File: src/rtl/sound_pad_pkg.sv
// Shared definitions for the sound pad: matrix geometry, the key-code type
// and the lowest-index priority encoder.
package sound_pad_pkg;

    localparam int ROWS     = 4;
    localparam int COLS     = 3;
    localparam int NUM_KEYS = ROWS * COLS;

    typedef logic [3:0] key_code_t;

    localparam key_code_t KEY_NONE = 4'hF;

    // The lowest set index wins, so a lower key masks any higher keys held with it.
    function automatic key_code_t lowest_key(input logic [NUM_KEYS-1:0] keys);
        key_code_t code;
        code = KEY_NONE;
        for (int i = NUM_KEYS - 1; i >= 0; i--) begin
            if (keys[i]) begin
                code = key_code_t'(i);
            end
        end
        return code;
    endfunction

endpackage

File: src/rtl/pad_debouncer.sv
// Frame-level debouncer: a new 12-key frame is accepted only after it has been
// seen in DEBOUNCE_SCANS consecutive complete frames.
module pad_debouncer
    import sound_pad_pkg::*;
#(
    parameter int DEBOUNCE_SCANS = 4
) (
    input  logic                clk,
    input  logic                rst,
    input  logic [NUM_KEYS-1:0] frame,
    input  logic                frame_done,
    output logic [NUM_KEYS-1:0] deb
);

    localparam int CNT_W = $clog2(DEBOUNCE_SCANS + 1);
    localparam logic [CNT_W-1:0] CNT_MAX = CNT_W'(DEBOUNCE_SCANS);

    logic [NUM_KEYS-1:0] cand_reg, cand_next;
    logic [NUM_KEYS-1:0] deb_reg, deb_next;
    logic [CNT_W-1:0]    stable_cnt_reg, stable_cnt_next;

    always_comb begin
        cand_next       = cand_reg;
        stable_cnt_next = stable_cnt_reg;
        deb_next        = deb_reg;
        if (frame_done) begin
            if (frame == cand_reg) begin
                if (stable_cnt_reg != CNT_MAX) begin
                    stable_cnt_next = stable_cnt_reg + 1'b1;
                end
            end else begin
                cand_next       = frame;
                stable_cnt_next = CNT_W'(1);
            end
            // Judged on the updated count so acceptance lands on this frame's edge.
            if (stable_cnt_next == CNT_MAX) begin
                deb_next = cand_next;
            end
        end
    end

    always_ff @(posedge clk or posedge rst) begin
        if (rst) begin
            cand_reg       <= '0;
            stable_cnt_reg <= '0;
            deb_reg        <= '0;
        end else begin
            cand_reg       <= cand_next;
            stable_cnt_reg <= stable_cnt_next;
            deb_reg        <= deb_next;
        end
    end

    assign deb = deb_reg;

endmodule

File: src/rtl/pad_scanner.sv
// Keypad front end: scans the 4x3 pad matrix row by row, debounces whole
// frames and resolves the result to one key code with a press-event strobe.
module pad_scanner
    import sound_pad_pkg::*;
#(
    parameter int SCAN_DIV       = 1000,
    parameter int DEBOUNCE_SCANS = 4
) (
    input  logic              clk,
    input  logic              rst,
    input  logic [0:COLS-1]   pad,
    output logic [0:ROWS-1]   pad_pos_out,
    output key_code_t         key_code,
    output logic              key_hold,
    output logic              key_event
);

    localparam int DIV_W = $clog2(SCAN_DIV);
    localparam logic [DIV_W-1:0] DIV_LAST = DIV_W'(SCAN_DIV - 1);

    logic [DIV_W-1:0]    div_cnt_reg;
    logic [1:0]          row_reg;
    logic [NUM_KEYS-1:0] raw_reg, raw_next;
    logic [NUM_KEYS-1:0] deb;
    key_code_t           key_code_reg, key_code_next;
    logic                key_event_reg;
    logic                dwell_end, frame_done;

    // Sample at the end of the dwell, when the row select has had time to settle.
    assign dwell_end  = (div_cnt_reg == DIV_LAST);
    assign frame_done = dwell_end && (row_reg == 2'd3);

    // The debouncer sees the frame including the row-3 bits sampled this edge.
    generate
        for (genvar gi = 0; gi < NUM_KEYS; gi++) begin : g_raw
            assign raw_next[gi] = (dwell_end && row_reg == 2'(gi / COLS))
                                ? pad[gi % COLS] : raw_reg[gi];
        end
    endgenerate

    always_ff @(posedge clk or posedge rst) begin
        if (rst) begin
            div_cnt_reg <= '0;
            row_reg     <= '0;
            raw_reg     <= '0;
        end else if (dwell_end) begin
            div_cnt_reg <= '0;
            row_reg     <= row_reg + 2'd1;
            raw_reg     <= raw_next;
        end else begin
            div_cnt_reg <= div_cnt_reg + 1'b1;
        end
    end

    pad_debouncer #(
        .DEBOUNCE_SCANS (DEBOUNCE_SCANS)
    ) u_debouncer (
        .clk        (clk),
        .rst        (rst),
        .frame      (raw_next),
        .frame_done (frame_done),
        .deb        (deb)
    );

    assign key_code_next = lowest_key(deb);

    // Key-to-key changes strobe too; only a release to KEY_NONE stays silent.
    always_ff @(posedge clk or posedge rst) begin
        if (rst) begin
            key_code_reg  <= KEY_NONE;
            key_event_reg <= 1'b0;
        end else begin
            key_code_reg  <= key_code_next;
            key_event_reg <= (key_code_next != key_code_reg) && (key_code_next != KEY_NONE);
        end
    end

    assign pad_pos_out = 4'b1000 >> row_reg;
    assign key_code    = key_code_reg;
    assign key_hold    = (key_code_reg != KEY_NONE);
    assign key_event   = key_event_reg;

endmodule

File: config.mk
export PLATFORM = sky130hd
export DESIGN_NAME = pad_scanner
export DESIGN_NICKNAME = d
export VERILOG_FILES = /design/src/rtl/sound_pad_pkg.sv /design/src/rtl/pad_debouncer.sv /design/src/rtl/pad_scanner.sv
export SDC_FILE = /design/constraint.sdc
export NUM_CORES = 1
export LEC_CHECK = 0
export CELL_PAD_IN_SITES_DETAIL_PLACEMENT = 1
export CELL_PAD_IN_SITES_GLOBAL_PLACEMENT = 2
export CORE_MARGIN = 10
export CORE_UTILIZATION = 44
export CTS_BUF_LIST = sky130_fd_sc_hd__clkbuf_4 sky130_fd_sc_hd__clkbuf_8
export CTS_CLUSTER_SIZE = 20
export DETAILED_ROUTE_END_ITERATION = 8
export HOLD_SLACK_MARGIN = 0.15
export PLACE_DENSITY = 0.83
export SLEW_MARGIN = 40
export SYNTH_ARGS = -nofsm -noshare
export SYNTH_HDL_FRONTEND = slang
export SYNTH_SLANG_ARGS = --single-unit
export TNS_END_PERCENT = 1
File: constraint.sdc
create_clock -name clk -period 7.51 [get_ports clk]
set_clock_uncertainty 0.05 [all_clocks]
set_input_delay 1.502 -clock clk [delete_from_list [all_inputs] [get_ports clk]]
set_output_delay 1.502 -clock clk [all_outputs]
set_load 0.005 [all_outputs]
# After elaboration in Yosys (flattened, before gate mapping)
# Index checks and enable logic that the tools add are counted.
[totals] regBits=56 latchBits=0 ramBits=0 mem_bits_ro=0 elab_cells=58 mem_count=0
[classes] n_addsub=3 n_mul=0 n_div=0 order_cmp=0 n_eq_ne=10 shifts=1 mux=29 bitwise_logic=0 reduce_logical=7
[op_table] op="4-bit 2-to-1 mux" count=11
[op_table] op="12-bit == test" count=1
[op_table] op="1-bit 2-to-1 mux" count=12
[op_table] op="12-bit 2-to-1 mux" count=1
[op_table] op="3-bit 2-to-1 mux" count=4
[op_table] op="10-bit by 1-bit adder with 10-bit output (second input constant)" count=1
[op_table] op="10-bit == test (second input constant)" count=1
[op_table] op="10-bit 2-to-1 mux" count=1
[op_table] op="4-bit != test (second input constant)" count=2
[op_table] op="1-bit logical AND" count=5
[op_table] op="2-bit == test (second input constant)" count=2
[op_table] op="4-bit != test" count=1
[op_table] op="4-bit by 2-bit right shift with 4-bit output (first input constant)" count=1
[op_table] op="3-bit by 1-bit adder with 3-bit output (second input constant)" count=1
[op_table] op="3-bit == test (second input constant)" count=1
[op_table] op="3-bit != test (second input constant)" count=1
[op_table] op="2-bit by 1-bit adder with 2-bit output (second input constant)" count=1
[op_table] op="2-bit by 1-bit == test with 1-bit output (second input constant)" count=1
[op_table] op="2-bit logical NOT" count=1
[op_table] op="2-bit AND reduction" count=1

# Longest topological paths before layout
[logic_depth] depth_word=14 ltp_mapped=10

# Modules after synthesis
# From an unflattened synthesis, not the netlist that was laid out.
[hier_totals] cells_unflattened=225 area_unflattened_um2=2842.7
[modules_own_cells] module="pad_scanner" n_inst=1 cells_each=133 area_per_inst_um2=1550.2 seq_area_each_um2=730.7
[modules_own_cells] module="pad_debouncer" n_inst=1 cells_each=92 area_per_inst_um2=1292.5 seq_area_each_um2=675.6

# Worst setup path before layout
# No wires, ideal clock.
[synth_path] kind="input -> register" startpoint="input port pad[2] (netlist name)" endpoint="register u_debouncer.deb_reg[0] (netlist: u_debouncer.deb[0])" arrival_ns=3.405 required_time_ns=7.335 setup_slack_ns=3.929 cell_stages=9 path_cell_list="clkbuf_1 -> xnor2_1 -> o21ai_0 -> a222oi_1 -> o22ai_1 -> nor4_4 -> nand2_2 -> buf_6 -> mux2_4"
[synth_between] elab_chain_len=6
[synth_rtl] element="start: declaration" line_no="pad_scanner.sv:11" text="input logic [0:COLS-1] pad,"
[synth_rtl] element="1-bit 2-to-1 mux" line_no="pad_scanner.sv:37" text="? pad[gi % COLS] : raw_reg[gi];"
[synth_rtl] element="12-bit == test (*)" line_no="pad_debouncer.sv:27" text="if (frame == cand_reg) begin"
[synth_rtl] element="3-bit 2-to-1 mux" line_no="pad_debouncer.sv:27"
[synth_rtl] element="3-bit 2-to-1 mux" line_no="pad_debouncer.sv:26" text="if (frame_done) begin"
[synth_rtl] element="3-bit == test" line_no="pad_debouncer.sv:36" text="if (stable_cnt_next == CNT_MAX) begin"
[synth_rtl] element="2-bit AND reduction (no line)"
[synth_rtl] element="end signal: assignment" line_no="pad_debouncer.sv:50" text="deb_reg <= deb_next;"
[synth_rtl] element="end: declaration" line_no="pad_debouncer.sv:19" text="logic [NUM_KEYS-1:0] deb_reg, deb_next;"
# Mark *: on every way between the ends. The rest lies on a longest branch, timed or not. The select of a mux whose other input is x is not followed.
# A chain may end at the register's enable or synchronous reset.

# Worst setup path in the final report
[layout_path] startpoint="input port pad[2] (netlist name)" endpoint="register u_debouncer.deb_reg[10] (netlist: u_debouncer.deb[10])"
# Same word-level chain as after synthesis.

==> impl_metrics.py <==
metrics = {
    "flow_run": {
        "drv_cap": 0,
    },
    "cts": {
        "cts_resized": 0,
        "postCtsSetupBuffers": 0,
        "clkTransAtPathRegs_ns": 0.09,
        "cts_root_buf": "clkbuf_8",
        "cts.sinks": 56,
        "cts_hold_buf": 0,
        "cts_inserted_buffers": 5,
        "clock_latency_ns": 0.31,
        "cts_tree": "done",
        "htreeDepth": 2,
        "cts_max_path_buffers": 2,
    },
    "timing": {
        "slew_headroom": 0.526,
        "setup_viol": 0,
        "finalCriticalPeriod_ns": 4.17,
        "rsz0062_at_grt": "false",
        "finalCritPeriodShare": 0.555,
        "hold_slack_ns": 0.446,
        "fin_setup_tns_ns": 0,
        "drv_slew": 0,
        "worst_pin_slew_ns": 0.708,
        "fin_ws_ns": 3.34,
        "hold_violations": 0,
        "fmax_mhz": 240,
    },
    "worst_setup_path": {
        "cp_top_family": "simple AND/OR/NAND/NOR gates",
        "r2r_cells": 8,
        "cp.arrival_ns": 4.32,
        "max_stage_delay_ns": 0.74,
        "r2r_slack_ns": 4.30,
        "start_kind": "input pin",
        "endpoint": "u_debouncer.deb[10]",
        "required_ns": 7.66,
        "crit_type": "input pin to flop",
        "crit_cells": 8,
        "path_buf_inv": 1,
        "cp_max_fo": 12,
        "endpoint_kind": "flop",
        "crit_chain": "clkdlybuf4s50_1, xnor2_1, o21ai_0, a222oi_1, o22ai_1, nor4_4, nand2_2, mux2_1",
        "critical_path.slowest_cell": "clkdlybuf4s50_1",
        "startpoint": "pad[2]",
        "rr_startpoint": "div_cnt_reg[0]",
        "reg2reg_to": "u_debouncer.deb[10]",
    },
    "placed_design": {
        "dp.cells": 367,
        "place_hpwl_mm": 4.96,
        "io_buffer_count": 14,
        "dp_worst_setup_slack_ns": 3.04,
        "dpl_cell_area_sq_mm": 0.00313,
        "place_congestion": 0.800,
    },
    "logic_synthesis": {
        "async_flop_share": 1.00,
        "yosys_warnings": 0,
        "synthDistinctLibCells": 54,
        "synthFlopType": "dfrtp_1",
        "syn_avg_cell_area_sq_um": 10.3,
        "yosysSeqAreaShare": 0.481,
        "netlist_area_sq_mm": 0.00293,
        "ys_ff_latch": 56,
        "synthesis.nets": 295,
        "syn_inst": 283,
        "synth_edf_count": 0,
    },
    "layout": {
        "nets": 310,
        "stdcell_area_sq_mm": 0.00324,
        "drive_above_1_share": 0.124,
        "finalNonFillerCells": 376,
        "final.fill_count": 709,
        "antenna_cells": 0,
        "syn_to_final_growth_pct": 10.9,
    },
    "floorplanning": {
        "core_area_sq_mm": 0.00639,
        "die_area_sq_mm": 0.0103,
        "die_x_um": 102,
        "die_h_um": 102,
        "start_util": 0.458,
        "ios": 15,
        "fp-row-count": 29,
    },
    "drt": {
        "drtPass1Iterations": 4,
        "finalWirelength_mm": 6.72,
        "ant_nets": 0,
        "drc_errors": 0,
        "vias": 2060,
        "avgRoutedWirePerCell_um": 17.9,
        "drt_iter0_drc": 73,
        "via_per_inst": 5.48,
    },
    "global_route": {
        "grt_pass1_vias": 2116,
        "overflow": 0,
        "grt_pass1_wl_mm": 11.2,
        "gr-usage-all-layers": 0.136,
        "grt_max_degree": 57,
        "antenna_found_initial": 0,
    },
    "outcome": {
        "outcome": "complete, no violations",
    },
    "pwr": {
        "leakage_uw": 0.00152,
        "p_per_area_mw_per_mm2": 152,
        "irDropWorstVdd_uv": 90.5,
    },
    "worst_hold_path": {
        "min-delay-path-class": "flop to flop",
    },
}
==> cell type report <==
type	instances	area [sq um]	share of cell area
Sequential cell	56	1410	0.434
Inverter	18	67.6	0.0208
Multi-Input combinational cell	200	1410	0.434
Clock buffer	7	90.1	0.0278
Timing Repair Buffer	17	166	0.0513
Tap cell	77	96.3	0.0297
Clock inverter	1	7.51	0.00231
==> cell usage in the layout, fill, tap and decap left out, types with 2 or more instances in the layout <==
cell	n
o22ai_1	2
nand2b_1	4
dfstp_2	4
and3_1	5
xnor2_1	13
clkbuf_8	6
dfrtp_1	52
o21ai_0	14
and4_1	3
a31oi_1	2
mux2_4	10
clkdlybuf4s50_1	14
nor2_1	15
nor3_1	5
nand3b_1	2
buf_4	2
mux2_1	2
inv_1	17
mux2i_1	5
a211o_1	2
nor4_1	2
nand4_1	4
nor2b_1	5
xor2_1	9
nand3_1	7
nor3_2	2
nand2_1	41
mux2_2	7
ha_1	7
a21oi_1	9
==> report_power, final <==
group / internal (uW) / leakage, uW / switching [uW] / total, uW
Clock: 78.8 / 0.0000479 / 97.0 / 176
Combinational: 4.74 / 0.000815 / 10.8 / 15.5
Sequential: 302 / 0.000653 / 0.235 / 302
==> kinds of logic (layout without fill, tap and decap cells) <==
kind of cell               count (synthesis)  after routing  share of synthesized area
AOI/OAI and AO/OA                         43             43                     0.0958
xor gates and xnor gates                  22             22                     0.0659
muxes                                     24             24                      0.103
DFF                                       56             56                      0.481
and+or+nand+nor                          104            104                      0.185
adders and majority gates                  7              7                     0.0299
buffers and inverters                     27             43                     0.0393
==> per-stage QoR <==
step | utilization | total power (uW)
5_1_grt | 0.508 | 515
3_5_place_dp | 0.491 | 324
4_1_cts | 0.506 | 499
3_3_place_gp | 0.491 | 323
6_report | 0.508 | 493
2_1_floorplan | - | 318
==> synth_stat cells (6+ instances only) <==
library cell | n | share of area
mux2_2 | 7 | 0.027
inv_1 | 18 | 0.023
o21ai_0 | 14 | 0.024
mux2_4 | 10 | 0.051
nand3_1 | 7 | 0.012
ha_1 | 7 | 0.030
nor2_1 | 15 | 0.019
a21oi_1 | 9 | 0.015
xnor2_1 | 13 | 0.039
nand2_1 | 41 | 0.053
xor2_1 | 9 | 0.027
nor3_1 | 6 | 0.010
dfrtp_1 | 52 | 0.44
==> metal layers <==
| metal | vias to the layer above | global-route usage | wire [um] |
|---|---|---|---|
| met5 | - | 0 | 0 |
| met4 | 0 | 0.0375 | 42 |
| met3 | 4 | 0.0286 | 180 |
| met2 | 19 | 0.223 | 3250 |
| met1 | 1028 | 0.178 | 3240 |
| li1 | 1009 | - | - |
==> how the worst min path moves through the flow <==
stage                endpoint  cells past startpoint               start
2_1_floorplan     key_code[1]                      1  u_debouncer.deb[0]
5_1_grt        div_cnt_reg[0]                      1      div_cnt_reg[0]
3_3_place_gp      key_code[1]                      1  u_debouncer.deb[0]
6_report       div_cnt_reg[0]                      1      div_cnt_reg[0]
4_1_cts        div_cnt_reg[0]                      1      div_cnt_reg[0]
3_5_place_dp   div_cnt_reg[0]                      1      div_cnt_reg[0]
==> worst reg2reg max path, stage by stage (launching register included) <==
cell,delay (ns)
dfrtp_1,0.40
ha_1,0.26
nand4bb_1,0.23
nor3_2,0.64
o211a_1,0.26
o22ai_1,0.11
nor4_4,0.43
nand2_2,0.33
mux2_1,0.40
No activity file was read; power rests on OpenSTA's default activity.
